File: src/rtl/instruction_encoder.sv
// instruction_encoder: packs decoded I/S/SB fields into a 32-bit RISC-V word,
// rejects unrepresentable bundles, and emits legal words with their byte address
// through a one-deep registered valid/ready stage.
module instruction_encoder #(
  parameter logic [63:0] BASE_ADDR = 64'h0
) (
  input  logic        clk,
  input  logic        reset,
  input  logic        in_valid,
  output logic        in_ready,
  input  logic [1:0]  fmt,
  input  logic [6:0]  opcode,
  input  logic [2:0]  funct3,
  input  logic [4:0]  rd,
  input  logic [4:0]  rs1,
  input  logic [4:0]  rs2,
  input  logic [63:0] imm,
  output logic        out_valid,
  input  logic        out_ready,
  output logic [31:0] out_inst,
  output logic [63:0] out_addr,
  output logic        err,
  output logic [15:0] err_count
);

  typedef enum logic {StEmpty, StFull} state_e;

  state_e      state_q, state_d;
  logic [31:0] inst_q;
  logic [63:0] addr_q;
  logic [63:0] next_addr_q;
  logic        err_q;
  logic [15:0] err_count_q;

  logic        legal;
  logic [31:0] packed_inst;
  logic        imm12_ok;
  logic        imm13_ok;
  logic        accept;
  logic        load;
  logic        reject;

  // Immediate fits when every bit above the sign bit equals the sign bit.
  assign imm12_ok = (&imm[63:11]) | ~(|imm[63:11]);
  assign imm13_ok = (&imm[63:12]) | ~(|imm[63:12]);

  // Format decode: legality check and field packing.
  always_comb begin
    legal       = 1'b0;
    packed_inst = 32'h0;
    unique case (fmt)
      2'd0: begin
        legal       = !opcode[6] && !opcode[5] && imm12_ok;
        packed_inst = {imm[11:0], rs1, funct3, rd, opcode};
      end
      2'd1: begin
        legal       = !opcode[6] && opcode[5] && imm12_ok;
        packed_inst = {imm[11:5], rs2, rs1, funct3, imm[4:0], opcode};
      end
      2'd2: begin
        legal       = opcode[6] && imm13_ok && !imm[0];
        packed_inst = {imm[12], imm[10:5], rs2, rs1, funct3, imm[4:1], imm[11], opcode};
      end
      default: begin
        legal       = 1'b0;
        packed_inst = 32'h0;
      end
    endcase
  end

  // Handshake: ready depends only on the output stage, never on in_valid.
  assign in_ready = (state_q == StEmpty) || out_ready;
  assign accept   = in_valid && in_ready;
  assign load     = accept && legal;
  assign reject   = accept && !legal;

  // Output stage next state: fill on legal accept, empty on drain without refill.
  always_comb begin
    state_d = state_q;
    unique case (state_q)
      StEmpty: if (load) state_d = StFull;
      StFull:  if (out_ready && !load) state_d = StEmpty;
      default: state_d = StEmpty;
    endcase
  end

  // State register.
  always_ff @(posedge clk or posedge reset) begin
    if (reset) state_q <= StEmpty;
    else       state_q <= state_d;
  end

  // Output word, address counter and sticky error bookkeeping.
  always_ff @(posedge clk or posedge reset) begin
    if (reset) begin
      inst_q      <= 32'h0;
      addr_q      <= BASE_ADDR;
      next_addr_q <= BASE_ADDR;
      err_q       <= 1'b0;
      err_count_q <= 16'h0;
    end else begin
      if (load) begin
        inst_q      <= packed_inst;
        addr_q      <= next_addr_q;
        next_addr_q <= next_addr_q + 64'd4;
      end
      if (reject) begin
        err_q <= 1'b1;
        if (err_count_q != 16'hFFFF) err_count_q <= err_count_q + 16'd1;
      end
    end
  end

  assign out_valid = (state_q == StFull);
  assign out_inst  = inst_q;
  assign out_addr  = addr_q;
  assign err       = err_q;
  assign err_count = err_count_q;

endmodule

File: config.mk
export PLATFORM = sky130hd
export DESIGN_NAME = instruction_encoder
export DESIGN_NICKNAME = d
export VERILOG_FILES = /design/src/rtl/instruction_encoder.sv
export SDC_FILE = /design/constraint.sdc
export NUM_CORES = 1
export LEC_CHECK = 0
export ABC_CLOCK_PERIOD_IN_PS = 5600
export BUFFER_PORTS_ARGS = -buffer_cell sky130_fd_sc_hd__buf_2
export CORE_MARGIN = 2
export CORE_UTILIZATION = 53
export CTS_BUF_LIST = sky130_fd_sc_hd__clkbuf_4 sky130_fd_sc_hd__clkbuf_8 sky130_fd_sc_hd__clkbuf_16
export CTS_CLUSTER_DIAMETER = 50
export DETAILED_ROUTE_END_ITERATION = 8
export GPL_ROUTABILITY_DRIVEN = 0
export PLACE_DENSITY = 0.8
export RECOVER_POWER = 100
export SKIP_LAST_GASP = 1
export SYNTH_ARGS = -nofsm -noshare
export SYNTH_HDL_FRONTEND = slang
export SYNTH_SLANG_ARGS = --single-unit
File: constraint.sdc
create_clock -name clk -period 5.6 [get_ports clk]
set_input_delay 0.28 -clock clk [delete_from_list [all_inputs] [get_ports clk]]
set_output_delay 0.28 -clock clk [all_outputs]
set_load 0.01 [all_outputs]
==> metrics.md, run 1 <==
| Metric | Value |
|---|---|
| Core Rows | between 40 and 50 |
| Vias in the first global route | 5854 |
| Cell Chain, Critical Path | clkbuf_1 > inv_1 > nor2_1 > ha_1 > nor4b_1 > o211a_1 > nand4_1 > a21bo_1 > nand2_4 > buf_4 > mux2_1 |
| Max-slew violations | 0 |
| Cell Pwr Density | 276 nW/um2 |
| Final HPWL DP | between 10000 and 15000 um |
| Critical path's slowest cell | clkbuf_1 |
| Share of flip-flops with an asynchronous set or reset | 1.00 |
| Clock buffer count from CTS | 17 |
| Post-CTS Hold Buffers | 0 |
| Die width | 128 um |
| Largest net degree at the start of global routing | approximately 110 |
| CTS Sinks | ~170 |
| Register share of total power | 0.507 |
| Minimum clock period | 3310 ps |
| Arr. time, crit path | 3620 ps |
| Worst slack, placed | 2100 ps |
| HP Class | input pin to flop |
| Hold Crit Depth | 2 |
| Initial core utilization | 0.539 |
| CTS root buffer | clkbuf_16 |
| Core ar. | 15100 um2 |
| Internal Power | 1.96 mW |
| Kind of critical path | input pin to flop |
| Post-route cell area | 9520 um2 |
| Clock transition at path regs | 70 ps |
| Worst Max-Slew Pin Slew | 976 ps |
| Total Nets Final | 965 |
| RSZ-0062 raised after global routing | false |
| Global-route wire length before repair | 29500 um |
| CTS tree | done |
| Peak VDD IR | ~210 uV |
| DR vias/cell | 5.66 |
| R2R cell count | 6 |
| IO Port Bufs | 207 |
| Largest stage delay, worst path | 600 ps |
| Ys flop type | dfrtp_1 |
| Post-synthesis cell type count | 48 |
| Sw frac | 0.254 |
| Grt ovf | 0 |
| Part of the Yosys area used for sequential elements | 0.535 |
| Syn. warnings | 0 |
| Tot GR Track Use | 0.230 |
| IO Pins | 210 |
| Initial antenna violation count | 0 |
| DRT Pass-1 Iters | 5 |
| DR DRC count | 0 |
| Final clock skew | 10.6 ps |
| Setup TNS | 0 ps |
| Critical path startpoint category | input pin |
| Max Cap Viol | 0 |
| Mapped Area | slightly above 8000 um2 |
| Die Y | 128 um |
| Initial DRC count | ~410 |
| Leak Pwr | 4.50 nW |
| Die area | roughly 16000 um2 |
| Post-CTS setup buffer count | 0 |
| Final Util | 0.631 |
| Overall power | roughly 2.6 mW |
| # diodes | 0 |
| Placed Area | 9260 um2 |
| Via count | 6046 |
| P&R area growth vs syn | 16.9% |
| Worst Setup End Kind | flop |
| Placed cell count | just over 1000 |
| Count of final setup violators | 0 |
| H-tree depth | 4 |
| WHS | roughly 62 ps |
| R2R Path Start | out_valid |
| Slew margin rel. | 0.349 |
| Status | finished clean |
| Post-Syn Instances | around 670 |
| Drt total wl | ~19000 um |
| Layout cells sized above 1 | 0.226 |
| Hold Crit Start | opcode[3] |
| Avg Inst Size Synth | approximately 12 um2 |
| Setup WS post-layout | roughly 2300 ps |
| Clock power frac | 0.420 |
| Tcrit/Tclk final | 0.591 |
| Req. time, crit path | 5910 ps |
| Longest Clk Path Bufs | 2 |
| Final std cells w/o fill | 1068 |
| Register bit total from synthesis | 174 |
| Number of synthesized flops with an enable pin | 0 |
| Endpoint, Worst Hold | out_inst[3] |
| WL/cell | approximately 18 um |
| Post-CTS Resized | 0 |
| Post-route ant nets | 0 |
| Gate power share | 0.073 |
| Worst reg2reg endpoint | out_addr[28] |
| Switching power total | ~0.67 mW |
| F_max | 302 MHz |
| Final hold vios | 0 |
| Worst-Skew Late Latency | 430 ps |
| Reg2reg setup slack | between 2000 and 3000 ps |
| CP max FO | 61 |
==> cell usage in the layout, fill, tap and decap left out, types with 2 or more instances in the layout <==
master,synthesis,layout
buf_2,11,92
inv_6,0,7
nor3b_1,1,2
conb_1,1,2
nand2_1,38,38
clkinv_4,0,4
nand3_1,38,38
or4_1,2,2
mux2_2,57,57
mux2i_1,5,5
a21oi_1,6,6
and4_1,9,9
clkinv_2,0,2
nor3_1,14,14
o21ai_0,12,12
nand2b_1,3,3
dfrtp_1,174,174
clkbuf_16,0,17
nand4_1,55,55
xnor2_1,64,64
clkbuf_1,8,115
ha_1,3,3
mux2_1,0,39
inv_1,11,10
nand3b_1,3,3
and3_1,16,16
xor2_1,10,10
buf_4,6,5
or3_1,2,2
and2_1,5,5
nor2b_1,5,5
nor2_1,21,21
nor4_1,22,22
==> synth_stat cells (2+ instances only) <==
master    count  share of area
a21oi_1       6         0.0037
and2_1        5         0.0038
and3_1       16          0.012
and4_1        9         0.0097
buf_2        11         0.0068
buf_4         6         0.0055
buf_6         6         0.0083
clkbuf_1      8         0.0037
dfrtp_1     174           0.53
ha_1          3         0.0046
inv_1        11         0.0051
mux2_2       57          0.079
mux2_4       40          0.074
mux2i_1       5         0.0061
nand2_1      38          0.018
nand2b_1      3         0.0023
nand3_1      38          0.023
nand3b_1      3         0.0028
nand4_1      55          0.042
nor2_1       21         0.0097
nor2b_1       5         0.0038
nor3_1       14         0.0086
nor4_1       22          0.017
o21ai_0      12         0.0074
or3_1         2         0.0015
or4_1         2         0.0018
xnor2_1      64          0.069
xor2_1       10          0.011
==> cells by family (layout without fill, tap and decap cells) <==
kind of cell / count (synthesis) / after routing / synth area share
mux: 102 / 102 / 0.159
compound gates: 23 / 23 / 0.0161
flops: 174 / 174 / 0.535
xor+xnor: 74 / 74 / 0.0796
other cells: 1 / 2 / 0.000461
buf+inv: 42 / 255 / 0.0294
simple gates: 247 / 247 / 0.176
fa+ha+maj: 3 / 3 / 0.00461
==> per-layer routing <==
layer	vias up	GRT usage	wire (um)
met2	200	0.411	9860
met3	22	0.0463	874
met5	-	0	0
met1	3017	0.279	7690
li1	2807	-	-
met4	0	0.0795	294
==> how the worst max path moves through the flow <==
stage | start | endpoint | cells after the start
2_1_floorplan | reset | err | 1
3_3_place_gp | fmt[0] | out_addr[23] | 11
3_5_place_dp | fmt[0] | out_addr[41] | 11
4_1_cts | fmt[0] | out_addr[28] | 11
5_1_grt | fmt[0] | out_inst[4] | 11
6_report | fmt[0] | out_inst[8] | 11
==> layout make-up <==
cell class | count | area [um2]
flip-flops and latches | 174 | 4350
multi-input cells | 451 | 3400
fillers | 1299 | 5570
inverters | 11 | 46.3
well taps | 188 | 235
clock buffers | 19 | 447
clock inverters | 13 | 105
repair buffers | 212 | 930
==> power by group through the flow <==
| stage | logic [mW] | registers, mW | clock network (mW) |
|---|---|---|---|
| after floorplan | 0.0944 | 1.36 | 0 |
| after global placement | 0.198 | 1.36 | 0 |
| after detailed placement | 0.203 | 1.36 | 0 |
| after CTS | 0.204 | 1.33 | 1.12 |
| after global routing | 0.212 | 1.34 | 1.17 |
| final | 0.191 | 1.33 | 1.10 |
==> registers in the layout, indices dropped and copies added, names as in the netlist <==
name	count
next_addr_q	62
out_addr	62
out_inst	32
err_count	16
err	1
out_valid	1
==> critical path: cells and delay by family <==
kind | cells | cell delay (ps)
multiplexers | 1 | 380
buffers and inverters | 3 | 1270
AND/OR/NAND/NOR | 4 | 960
adder cells (fa/ha/maj) | 1 | 270
AO/OA/AOI/OAI | 2 | 440
No activity file was read; power rests on OpenSTA's default activity.
==> run 2, diff against run 1 <==
--- a/config.mk
+++ b/config.mk
@@ -5,7 +5,7 @@
 export SDC_FILE = /design/constraint.sdc
 export NUM_CORES = 1
 export LEC_CHECK = 0
-export ABC_CLOCK_PERIOD_IN_PS = 5600
+export ABC_CLOCK_PERIOD_IN_PS = 3100
 export BUFFER_PORTS_ARGS = -buffer_cell sky130_fd_sc_hd__buf_2
 export CORE_MARGIN = 2
 export CORE_UTILIZATION = 53
==> constraint.sdc (replaced) <==
create_clock -name clk -period 3.1 [get_ports clk]
set_input_delay 0.155 -clock clk [delete_from_list [all_inputs] [get_ports clk]]
set_output_delay 0.155 -clock clk [all_outputs]
set_load 0.01 [all_outputs]
==> metrics.md, run 2 (synthesized netlist as in run 1, its figures left out) <==
| Metric | Value |
|---|---|
| Sw frac | 0.244 |
| Most frequent cells in the layout | dfrtp_1 (174), clkbuf_1 (116), buf_2 (94) |
| DRT Pass-1 Iters | 5 |
| Post-route ant nets | 0 |
| Switching power total | approximately 1.2 mW |
| R2R Path Start | next_addr_q[19] |
| Final HPWL DP | 13200 um |
| Grt ovf | 0 |
| Peak VDD IR | 416 uV |
| Leak Pwr | 4.60 nW |
| Die Y | 128 um |
| Endpoint, Worst Hold | out_inst[23] |
| F_max | slightly below 400 MHz |
| H-tree depth | 4 |
| Core Rows | 45 |
| HP Class | input pin to flop |
| Post-route cell area | 9770 um2 |
| Worst reg2reg endpoint | next_addr_q[32] |
| Drt total wl | roughly 19000 um |
| DR DRC count | 0 |
| Vias in the first global route | roughly 6100 |
| Worst Setup End Kind | flop |
| CTS root buffer | clkbuf_16 |
| Final clock skew | a little over 8 ps |
| Hold Crit Start | rs2[3] |
| Initial DRC count | 355 |
| Core ar. | 15100 um2 |
| Kind of critical path | input pin to flop |
| Largest net degree at the start of global routing | 113 |
| Critical path startpoint category | input pin |
| IO Port Bufs | just over 200 |
| Gate power share | 0.077 |
| Fillers | 1242 |
| Count of final setup violators | 0 |
| Setup TNS | 0 ps |
| CTS tree | done |
| Via count | 6166 |
| Clock power frac | 0.422 |
| P&R area growth vs syn | 20.0% |
| Worst-Skew Late Latency | 420 ps |
| Register share of total power | 0.501 |
| Tot GR Track Use | 0.239 |
| Total Nets Final | around 990 |
| Die width | approximately 130 um |
| R2R cell count | 6 |
| CP max FO | 65 |
| Commonest non-fill, non-tap cell in the layout | dfrtp_1 |
| Cell Pwr Density | 493 nW/um2 |
| Placed Area | around 9300 um2 |
| Status | finished clean |
| Layout cells sized above 1 | 0.221 |
| Worst Max-Slew Pin Slew | 1480 ps |
| Die area | 16400 um2 |
| DR vias/cell | 5.63 |
| Arr. time, crit path | 2890 ps |
| Clock transition at path regs | 60 ps |
| Slew margin rel. | 0.0124 |
| Tcrit/Tclk final | 0.837 |
| IO Pins | 210 |
| Hold Crit Depth | 4 |
| Longest Clk Path Bufs | 2 |
| Max-slew violations | 0 |
| Final hold vios | 0 |
| Req. time, crit path | 3400 ps |
| Internal Power | between 3 and 4 mW |
| Global-route wire length before repair | roughly 31000 um |
| Initial antenna violation count | 2 |
| Clock buffer count from CTS | 17 |
| Overall power | roughly 4.8 mW |
| CTS Sinks | ~170 |
| WL/cell | around 17 um |
| Max Cap Viol | 0 |
| Reg2reg setup slack | 520 ps |
| Minimum clock period | 2600 ps |
| Initial core utilization | 0.539 |
| RSZ-0062 raised after global routing | false |
==> run 2: cell types whose count changed in the layout (fill, tap and decap cells not counted), moves of 3 or more <==
cell           before  now
buf_4               5    2
clkbuf_4            1    4
dlygate4sd3_1       0   21
inv_6               7    2
==> run 2: metrics by stage <==
step	setup slack (ps)	util	instances	hold WS [ps]
2_1_floorplan	578	-	667	304
4_1_cts	740	0.670	1093	70.2
5_1_grt	352	0.647	1095	93.9
3_5_place_dp	645	0.619	1041	120
3_3_place_gp	669	0.619	1041	123
6_report	504	0.647	1095	71.8
==> run 2: worst max path at each step <==
stage / to / start / depth (start not counted)
global placement: err_count[1] / fmt[0] / 11
floorplan: next_addr_q[3] / fmt[0] / 13
detailed placement: err_count[1] / fmt[0] / 11
finish: out_addr[59] / opcode[6] / 9
CTS: next_addr_q[44] / next_addr_q[19] / 6
global route: out_addr[59] / opcode[6] / 9
==> run 2: layer usage <==
metal  vias to the layer above  wire, um  GRT usage
li1                       2854         -          -
met3                        41       882     0.0513
met1                      3040      7770      0.290
met4                         0       520      0.103
met5                         -         0          0
met2                       231      9860      0.415
==> run 2: layout make-up <==
| class | count | area, um2 | area share |
|---|---|---|---|
| diodes | 2 | 5.00 | 0.000512 |
| clock buffers | 20 | 454 | 0.0465 |
| clock inverters | 11 | 111 | 0.0114 |
| inverters | 11 | 42.5 | 0.00436 |
| multi-input cells | 451 | 3390 | 0.347 |
| flip-flops and latches | 174 | 4350 | 0.446 |
| well taps | 188 | 235 | 0.0241 |
| repair buffers | 238 | 1180 | 0.120 |
==> run 2: worst max-delay path: stages <==
cell and delay, ps:
dlygate4sd3_1 520, buf_2 130, nor4bb_2 320, o211a_1 200
nand4_1 90, a21bo_1 300, nand2_4 60, clkbuf_4 570
mux2_1 510
==> run 2: power by group through the flow <==
stage | combinational, mW | clock [mW] | sequential, mW
2_1_floorplan | 0.171 | 0 | 2.46
3_5_place_dp | 0.378 | 0 | 2.45
6_report | 0.373 | 2.03 | 2.41
3_3_place_gp | 0.368 | 0 | 2.44
5_1_grt | 0.413 | 2.19 | 2.42
4_1_cts | 0.399 | 2.07 | 2.41
==> run 2: timing repair <==
action	CTS	global route
buffers inserted	0	0
resized for setup	0	0
hold buffers	21	0
hold endpoints to repair	29	0
==> run 3, diff against run 2 <==
--- a/config.mk
+++ b/config.mk
@@ -5,7 +5,7 @@
 export SDC_FILE = /design/constraint.sdc
 export NUM_CORES = 1
 export LEC_CHECK = 0
-export ABC_CLOCK_PERIOD_IN_PS = 3100
+export ABC_CLOCK_PERIOD_IN_PS = 2700
 export BUFFER_PORTS_ARGS = -buffer_cell sky130_fd_sc_hd__buf_2
 export CORE_MARGIN = 2
 export CORE_UTILIZATION = 53
==> constraint.sdc (replaced) <==
create_clock -name clk -period 2.7 [get_ports clk]
set_input_delay 0.135 -clock clk [delete_from_list [all_inputs] [get_ports clk]]
set_output_delay 0.135 -clock clk [all_outputs]
set_load 0.01 [all_outputs]
==> metrics.md, run 3 (synthesized netlist as in run 1, its figures left out) <==
| Metric | Value |
|---|---|
| Endpoint, Worst Hold | out_inst[22] |
| Max Cap Viol | 0 |
| Via count | 6120 |
| Layout cells sized above 1 | 0.232 |
| Largest net degree at the start of global routing | 63 |
| P&R area growth vs syn | 20.8% |
| Drt total wl | 19200 um |
| Reg2reg setup slack | between 200 and 250 ps |
| Hold Crit Depth | 4 |
| Die Y | 128 um |
| Peak VDD IR | 493 uV |
| Post-CTS setup buffer count | 0 |
| Req. time, crit path | 3040 ps |
| Max-slew violations | 0 |
| Worst reg2reg endpoint | next_addr_q[58] |
| CTS tree | done |
| Hold Crit Start | rs2[2] |
| CTS Sinks | 174 |
| CTS root buffer | clkbuf_16 |
| Cell Pwr Density | 569 nW/um2 |
| Initial DRC count | 436 |
| Post-route cell area | 9830 um2 |
| R2R Path Start | next_addr_q[18] |
| H-tree depth | 4 |
| Die area | ~16000 um2 |
| Final hold vios | 0 |
| Die width | about 130 um |
| Setup TNS | 0 ps |
| Largest stage delay, worst path | between 500 and 600 ps |
| Most frequent cells in the layout | dfrtp_1 (174), clkbuf_1 (114), buf_2 (95) |
| Core ar. | 15100 um2 |
| Initial core utilization | 0.539 |
| Leak Pwr | 4.63 nW |
| Placed cell count | 1047 |
| Status | finished clean |
| Clock buffer count from CTS | 17 |
| Final Util | 0.651 |
| Worst Max-Slew Pin Slew | roughly 1300 ps |
| Post-route ant nets | 0 |
| Critical path's slowest cell | clkbuf_4 |
| Tot GR Track Use | 0.242 |
| Tcrit/Tclk final | 0.955 |
| F_max | 388 MHz |
| Commonest non-fill, non-tap cell in the layout | dfrtp_1 |
| HP Class | input pin to flop |
| Longest Clk Path Bufs | 2 |
| Count of final setup violators | 0 |
| IO Pins | 210 |
| IO Port Bufs | 207 |
| Worst Setup End Kind | flop |
| Minimum clock period | roughly 2600 ps |
| Core Rows | between 40 and 50 |
| # diodes | 0 |
| Grt ovf | 0 |
| Critical path startpoint category | input pin |
| DRT Pass-1 Iters | 5 |
| Final std cells w/o fill | 1099 |
| Worst-Skew Late Latency | 440 ps |
| Vias in the first global route | 6219 |
| Fillers | between 1000 and 1500 |
| Total Nets Final | 997 |
| Final clock skew | around 14 ps |
| CP max FO | 59 |
| Initial antenna violation count | 0 |
| Kind of critical path | input pin to flop |
| DR vias/cell | 5.57 |
| Arr. time, crit path | 2920 ps |
| DR DRC count | 0 |
| Clock transition at path regs | roughly 70 ps |
| WL/cell | 17.5 um |
| RSZ-0062 raised after global routing | false |
| Final HPWL DP | 13600 um |
| R2R cell count | 6 |
| Global-route wire length before repair | approximately 31000 um |
| Slew margin rel. | 0.141 |
| Placed Area | between 9000 and 10000 um2 |
| Cell Chain, Critical Path | dlygate4sd3_1 > buf_2 > nor4b_1 > o211a_1 > nand4_1 > a21bo_2 > clkbuf_4 > nor3b_2 > xor2_1 |
==> run 3: cell types whose count changed in the layout (fill, tap and decap cells not counted), sizes merged <==
| cell | delta |
|---|---|
| bufinv | +1 |
| clkinvlp | +2 |
| inv | +1 |
| diode | -2 |
| buf | +6 |
| clkbuf | -2 |
| clkinv | -2 |
==> run 3: worst max-delay path, delay by kind of cell <==
family / cells / cell delay, ps
buf+inv: 3 / 1230
compound gates: 2 / 470
xor+xnor: 1 / 190
simple gates: 3 / 870
==> run 3: power by group <==
| group | internal [mW] | switching, mW |
|---|---|---|
| Combinational | 0.191 | 0.244 |
| Sequential | 2.67 | 0.0906 |
| Clock | 1.37 | 1.03 |
| Total | 4.23 | 1.36 |
==> run 3: routing by layer <==
metal	routed length [um]	GRT usage
met4	408	0.0866
met2	9950	0.426
met1	7890	0.293
met5	0	0
met3	967	0.0559
==> run 3: worst max path at each step <==
stage,slack [ps],endpoint,start
after detailed placement,140,out_addr[61],fmt[0]
after CTS,310,next_addr_q[58],next_addr_q[18]
after global routing,100,next_addr_q[63],opcode[6]
final,120,next_addr_q[63],opcode[6]
after global placement,220,out_inst[19],fmt[0]
after floorplan,200,next_addr_q[3],fmt[0]
==> run 3: area by class of cell <==
| class | instances | area [um2] | area share |
|---|---|---|---|
| flip-flops and latches | 174 | 4350 | 0.443 |
| multi-input cells | 451 | 3400 | 0.346 |
| repair buffers | 244 | 1220 | 0.124 |
| clock buffers | 18 | 433 | 0.0440 |
| well taps | 188 | 235 | 0.0239 |
| clock inverters | 13 | 140 | 0.0143 |
| inverters | 11 | 42.5 | 0.00433 |
==> run 3: timing repair <==
item	4_1_cts	5_1_grt
resized for setup	0	0
hold buffers	21	0
hold endpoints to repair	47	0
==> run 3: metrics by stage <==
step / hold WS (ps) / setup WS (ps) / total power [mW]
after floorplan: 284 / 198 / 3.02
after global placement: 264 / 219 / 3.23
after detailed placement: 263 / 139 / 3.25
after CTS: 53.6 / 308 / 5.66
after global routing: 72.1 / 99.4 / 5.82
final: 52.8 / 121 / 5.60
